<file path="config.mk">
export PLATFORM = sky130hd
export DESIGN_NAME = axilite_slave_bridge
export DESIGN_NICKNAME = d
export VERILOG_FILES = /design/src/rtl/axilite_slave_bridge_pkg.sv /design/src/rtl/axilite_slave_bridge.sv
export SDC_FILE = /design/constraint.sdc
export NUM_CORES = 1
export LEC_CHECK = 0
export BUFFER_PORTS_ARGS = -buffer_cell sky130_fd_sc_hd__buf_2
export CAP_MARGIN = 20
export CORE_ASPECT_RATIO = 0.7
export CORE_MARGIN = 1
export CORE_UTILIZATION = 49
export DETAILED_ROUTE_END_ITERATION = 16
export GPL_ROUTABILITY_DRIVEN = 0
export PLACE_DENSITY = 0.8
export SYNTH_ARGS = -nofsm -noshare
export SYNTH_HDL_FRONTEND = slang
export SYNTH_SLANG_ARGS = --single-unit
</file>
<file path="constraint.sdc">
create_clock -name clk -period 2.4 [get_ports clk]
set_input_delay 0.24 -clock clk [delete_from_list [all_inputs] [get_ports clk]]
set_output_delay 0.24 -clock clk [all_outputs]
set_load 0.1 [all_outputs]
</file>
<file path="src/rtl/axilite_slave_bridge_pkg.sv">
// Shared definitions for the AXI-Lite to local-bus bridge: FSM encoding,
// AXI response codes and the read data returned on a local-bus timeout.
package axilite_slave_bridge_pkg;

  typedef enum logic [2:0] {
    IDLE    = 3'd0,
    WR_WAIT = 3'd1,
    WR_RESP = 3'd2,
    RD_WAIT = 3'd3,
    RD_RESP = 3'd4
  } state_e;

  localparam logic [1:0]  RESP_OKAY     = 2'b00;
  localparam logic [1:0]  RESP_SLVERR   = 2'b10;
  localparam logic [31:0] TIMEOUT_RDATA = 32'hDEAD_DEAD;

  function automatic logic [1:0] resp_of(input logic bad);
    return bad ? RESP_SLVERR : RESP_OKAY;
  endfunction

endpackage

</file>
<file path="src/rtl/axilite_slave_bridge.sv">
// AXI-Lite slave that serialises write and read requests onto a simple
// pulse/acknowledge local bus, with a per-transaction timeout.
module axilite_slave_bridge
  import axilite_slave_bridge_pkg::*;
#(
  parameter int unsigned TIMEOUT_CYCLES = 1023
) (
  input  logic        clk,
  input  logic        rst_n,
  // write address
  input  logic        s_axi_awvalid,
  output logic        s_axi_awready,
  input  logic [31:0] s_axi_awaddr,
  input  logic [2:0]  s_axi_awprot,
  // write data
  input  logic        s_axi_wvalid,
  output logic        s_axi_wready,
  input  logic [31:0] s_axi_wdata,
  input  logic [3:0]  s_axi_wstrb,
  // write response
  output logic        s_axi_bvalid,
  input  logic        s_axi_bready,
  output logic [1:0]  s_axi_bresp,
  // read address
  input  logic        s_axi_arvalid,
  output logic        s_axi_arready,
  input  logic [31:0] s_axi_araddr,
  input  logic [2:0]  s_axi_arprot,
  // read data
  output logic        s_axi_rvalid,
  input  logic        s_axi_rready,
  output logic [31:0] s_axi_rdata,
  output logic [1:0]  s_axi_rresp,
  // local request
  output logic        lcl_wr,
  output logic        lcl_rd,
  output logic [31:0] lcl_addr,
  output logic [31:0] lcl_din,
  output logic [3:0]  lcl_wstrb,
  // local response
  input  logic        lcl_ack,
  input  logic        lcl_dv,
  input  logic        lcl_rsp,
  input  logic [31:0] lcl_dout
);

  // Counter value seen in the last wait cycle before a timeout response.
  localparam logic [15:0] TO_LAST = 16'(TIMEOUT_CYCLES - 1);

  state_e      r_state;
  state_e      w_next;
  logic        r_ready_en;
  logic        r_aw_full;
  logic        r_w_full;
  logic        r_ar_full;
  logic [31:0] r_awaddr;
  logic [31:0] r_wdata;
  logic [3:0]  r_wstrb;
  logic [31:0] r_araddr;
  logic        r_prio_rd;
  logic [15:0] r_cnt;
  logic [1:0]  r_bresp;
  logic [1:0]  r_rresp;
  logic [31:0] r_rdata;

  logic w_wr_ready;
  logic w_rd_ready;
  logic w_start_wr;
  logic w_start_rd;
  logic w_timeout;
  logic w_b_hs;
  logic w_r_hs;
  logic w_sel_rd;
  logic w_unused;

  assign w_unused   = ^{s_axi_awprot, s_axi_arprot};

  assign w_wr_ready = r_aw_full & r_w_full;
  assign w_rd_ready = r_ar_full;
  assign w_timeout  = (r_cnt == TO_LAST);
  assign w_b_hs     = (r_state == WR_RESP) & s_axi_bready;
  assign w_r_hs     = (r_state == RD_RESP) & s_axi_rready;

  // Readies stay low until the first edge after reset release.
  assign s_axi_awready = r_ready_en & ~r_aw_full;
  assign s_axi_wready  = r_ready_en & ~r_w_full;
  assign s_axi_arready = r_ready_en & ~r_ar_full;

  assign s_axi_bvalid = (r_state == WR_RESP);
  assign s_axi_rvalid = (r_state == RD_RESP);
  assign s_axi_bresp  = r_bresp;
  assign s_axi_rresp  = r_rresp;
  assign s_axi_rdata  = r_rdata;

  assign lcl_wr    = w_start_wr;
  assign lcl_rd    = w_start_rd;
  assign w_sel_rd  = w_start_rd | (r_state == RD_WAIT) | (r_state == RD_RESP);
  assign lcl_addr  = w_sel_rd ? r_araddr : r_awaddr;
  assign lcl_din   = r_wdata;
  assign lcl_wstrb = r_wstrb;

  // NOTE: non-blocking assignments in clocked blocks so every flop samples
  // pre-edge values regardless of statement or process order.
  always_ff @(posedge clk or negedge rst_n) begin
    if (!rst_n) r_state <= IDLE;
    else        r_state <= w_next;
  end

  // NOTE: every output of this block gets a default first, otherwise any
  // path that skips an assignment infers a latch.
  always_comb begin
    w_next     = r_state;
    w_start_wr = 1'b0;
    w_start_rd = 1'b0;
    unique case (r_state)
      IDLE: begin
        if (w_wr_ready && !(w_rd_ready && r_prio_rd)) begin
          w_start_wr = 1'b1;
          w_next     = WR_WAIT;
        end else if (w_rd_ready) begin
          w_start_rd = 1'b1;
          w_next     = RD_WAIT;
        end
      end
      WR_WAIT: if (lcl_ack || w_timeout) w_next = WR_RESP;
      WR_RESP: if (s_axi_bready)         w_next = IDLE;
      RD_WAIT: if (lcl_dv || w_timeout)  w_next = RD_RESP;
      RD_RESP: if (s_axi_rready)         w_next = IDLE;
      default:                           w_next = IDLE;
    endcase
  end

  // NOTE: payload registers are reset too, because lcl_addr/lcl_din/lcl_wstrb
  // are visible outputs that must read zero during reset.
  always_ff @(posedge clk or negedge rst_n) begin
    if (!rst_n) begin
      r_ready_en <= 1'b0;
      r_aw_full  <= 1'b0;
      r_w_full   <= 1'b0;
      r_ar_full  <= 1'b0;
      r_awaddr   <= '0;
      r_wdata    <= '0;
      r_wstrb    <= '0;
      r_araddr   <= '0;
    end else begin
      r_ready_en <= 1'b1;
      if (s_axi_awvalid && s_axi_awready) begin
        r_aw_full <= 1'b1;
        r_awaddr  <= s_axi_awaddr;
      end else if (w_b_hs) begin
        r_aw_full <= 1'b0;
      end
      if (s_axi_wvalid && s_axi_wready) begin
        r_w_full <= 1'b1;
        r_wdata  <= s_axi_wdata;
        r_wstrb  <= s_axi_wstrb;
      end else if (w_b_hs) begin
        r_w_full <= 1'b0;
      end
      if (s_axi_arvalid && s_axi_arready) begin
        r_ar_full <= 1'b1;
        r_araddr  <= s_axi_araddr;
      end else if (w_r_hs) begin
        r_ar_full <= 1'b0;
      end
    end
  end

  // Priority only flips when both request types actually competed, so
  // contended requests alternate while an uncontended one leaves it alone.
  always_ff @(posedge clk or negedge rst_n) begin
    if (!rst_n) begin
      r_prio_rd <= 1'b0;
    end else if ((r_state == IDLE) && w_wr_ready && w_rd_ready) begin
      r_prio_rd <= w_start_wr;
    end
  end

  // Cycles elapsed since the request pulse.
  always_ff @(posedge clk or negedge rst_n) begin
    if (!rst_n) begin
      r_cnt <= '0;
    end else if (w_start_wr || w_start_rd) begin
      r_cnt <= 16'd1;
    end else if ((r_state == WR_WAIT) || (r_state == RD_WAIT)) begin
      r_cnt <= r_cnt + 16'd1;
    end
  end

  always_ff @(posedge clk or negedge rst_n) begin
    if (!rst_n) begin
      r_bresp <= RESP_OKAY;
      r_rresp <= RESP_OKAY;
      r_rdata <= '0;
    end else begin
      if (r_state == WR_WAIT) begin
        if (lcl_ack)        r_bresp <= resp_of(lcl_rsp);
        else if (w_timeout) r_bresp <= RESP_SLVERR;
      end
      if (r_state == RD_WAIT) begin
        if (lcl_dv) begin
          r_rresp <= resp_of(lcl_rsp);
          r_rdata <= lcl_dout;
        end else if (w_timeout) begin
          r_rresp <= RESP_SLVERR;
          r_rdata <= TIMEOUT_RDATA;
        end
      end
    end
  end

endmodule

</file>
==> metrics.txt <==
Worst Hold Launch lcl_dout[22]; Async S/R FF share, synth 100%; Post-Synthesis Cells 486; Synth Cell Area 6740 sq um; Final setup viols 0; clock skew 14.2 ps; initial antenna violation count 1; area of the multi-input gates 2630 sq um; routed len/inst 18.2 um; Final Cell Area 9200 sq um; Cell Rows 35; I/O Pins 259; antenna-violating nets left 0; fin util 69.3%; total of max-cap violations 0; sequential cell area 3960 sq um; Mean Syn Cell Area 13.9 sq um; Critical Path AT 2150 ps; worst r2r src r_cnt[0]; WHS Path Cells 2; Reg-to-Reg End s_axi_rdata[27]; Worst-Margin Slew 756 ps; routed vias/inst 5.26; htree depth 4; global-route wire length before repair 26,900 um; CTS tree built; Max Fclk 419 MHz; Area after DPL 8280 sq um; Root Buffer clkbuf_16; die width 142 um; fin nets 905; number of port buffers 250; Final Cycle Share 99.4%; top-count cell post-synth dfrtp_1; initial core utilization 50.8%; via count 5,016; worst r2r path cells 7; DRC 0; Layout area overhead 36.4%; total core area 13,300 sq um; clk buf depth 2; Total GRT Usage 24.7%; die height 100 um; list of most frequent post-synthesis cells dfrtp_1, mux2_2, o22a_1; register area share after synthesis 58.7%; Clk Latency, worst-skew pair 400 ps; crit-path max FO 8; Critical Path Sink Type output port; startpoint types flip-flop; unrepaired setup endpoints after global routing yes; post-DP HPWL 12,400 um; Hold Crit Class input pin to flip-flop; hold path endpoint s_axi_rdata[22]; WP data required 2160 ps; vias in the first global route 5,321; fin crit period 2390 ps; slack of the worst reg-to-reg path 370 ps; initial DRC count 190; Syn. warnings 0; ys flop type dfrtp_1; cell taking the most area after synthesis dfrtp_1; synth top area cells dfrtp_1, mux2_2, o22a_1; number of enable flip-flop cells after synthesis 0; drt pass-1 iters 4; clk sinks 158; largest net degree at the start of global routing 53; Slew Limit Fails 0; worst rel slew slack 49.5%; DIE AREA 14,200 sq um; Distinct cells, synth 52; n_diodes 0; #FFs+latches synth 158; final hold violations 0; share of layout cells above drive strength 1 59.8%; gr ovfl total 0; total CTS buffers 17; Critical Path Start r_state[0]; WL final 17,400 um; Synth top area share 58.7%; Worst Path Class, Setup flip-flop to output port; status complete, no violations; Worst-path clk slew 70 ps; Fillers 945
## sequential cells by signal (all words and copies together), names as in the netlist, 3 cells and up
name and count:
lcl_din 32, lcl_wstrb 4, r_araddr 32, r_awaddr 32, r_cnt 16, r_state 3, s_axi_rdata 32
## placed cells by master (no fill, tap or decap), drive strengths merged, types with 5 or more instances in the layout
master	count
buf	274
dfrtp	158
mux2	132
o22a	23
nand2	22
clkbuf	21
nor2	13
inv	13
a21oi	11
a22o	10
nand3	9
nor4	6
xnor2	6
clkinv	6
nand4	5
## kinds of logic (layout without fill, tap and decap cells)
group | Yosys count | in the layout | share of synthesized area [%]
AOI/OAI and AO/OA | 65 | 65 | 7.84
xor gates and xnor gates | 8 | 8 | 1.04
adders and majority gates | 2 | 2 | 0.371
buffers and inverters | 36 | 317 | 2.97
DFF | 158 | 158 | 58.7
muxes | 134 | 134 | 22.4
other | 2 | 3 | 0.111
and+or+nand+nor | 81 | 81 | 6.65
## what timing repair did
item,CTS,global route
setup endpoints to repair,32,34
endpoints found under the hold margin,40,0
gates cloned,1,1
pin swaps,1,1
hold buffers,1,0
resized for setup,75,7
buffers inserted,4,2
## area by class of cell
type                            instances  share of cell area [%]
Inverter                                7                   0.286
Tap cell                              185                    2.52
Sequential cell                       158                    43.0
Timing Repair Buffer                  278                    19.5
Clock inverter                         14                    1.43
Clock buffer                           18                    4.67
Multi-Input combinational cell        293                    28.6
## worst max-delay path by stage
stage          depth (start not counted)  slack (ps)            to
2_1_floorplan                          4         -50        lcl_rd
3_3_place_gp                           6         340  lcl_addr[24]
3_5_place_dp                           6         230   lcl_addr[7]
4_1_cts                                7           4   lcl_addr[1]
5_1_grt                                7         -70   lcl_addr[0]
6_report                               6          10  lcl_addr[19]
## routing by layer
layer / share of wire [%] / up-vias / wire length (um) / GRT usage (%)
met5: 0.069 / - / 12 / 0
met4: 1.1 / 2 / 188 / 7.28
met3: 7.1 / 16 / 1230 / 7.78
met2: 52 / 180 / 9050 / 42.9
met1: 40 / 2505 / 6890 / 29.5
li1: - / 2313 / - / -
## critical path, stage by stage, from the launching register on
cell and delay, ps:
dfrtp_2 450, buf_6 150, o31ai_4 270, buf_6 170, clkbuf_16 160, mux2_2 340
buf_6 190
## stage by stage
step	setup TNS [ps]	instances	hold slack, ps	setup WS (ps)
5_1_grt	-1640	953	39.4	-73.0
2_1_floorplan	-103	487	-55.6	-51.3
6_report	0	953	60.0	14.1
4_1_cts	0	950	43.2	3.85
3_3_place_gp	0	912	190	337
3_5_place_dp	0	912	194	234
Power is left out: the tool's default activity adds up to more than one toggle a clock period on the data nets, which glitch-free logic cannot reach.
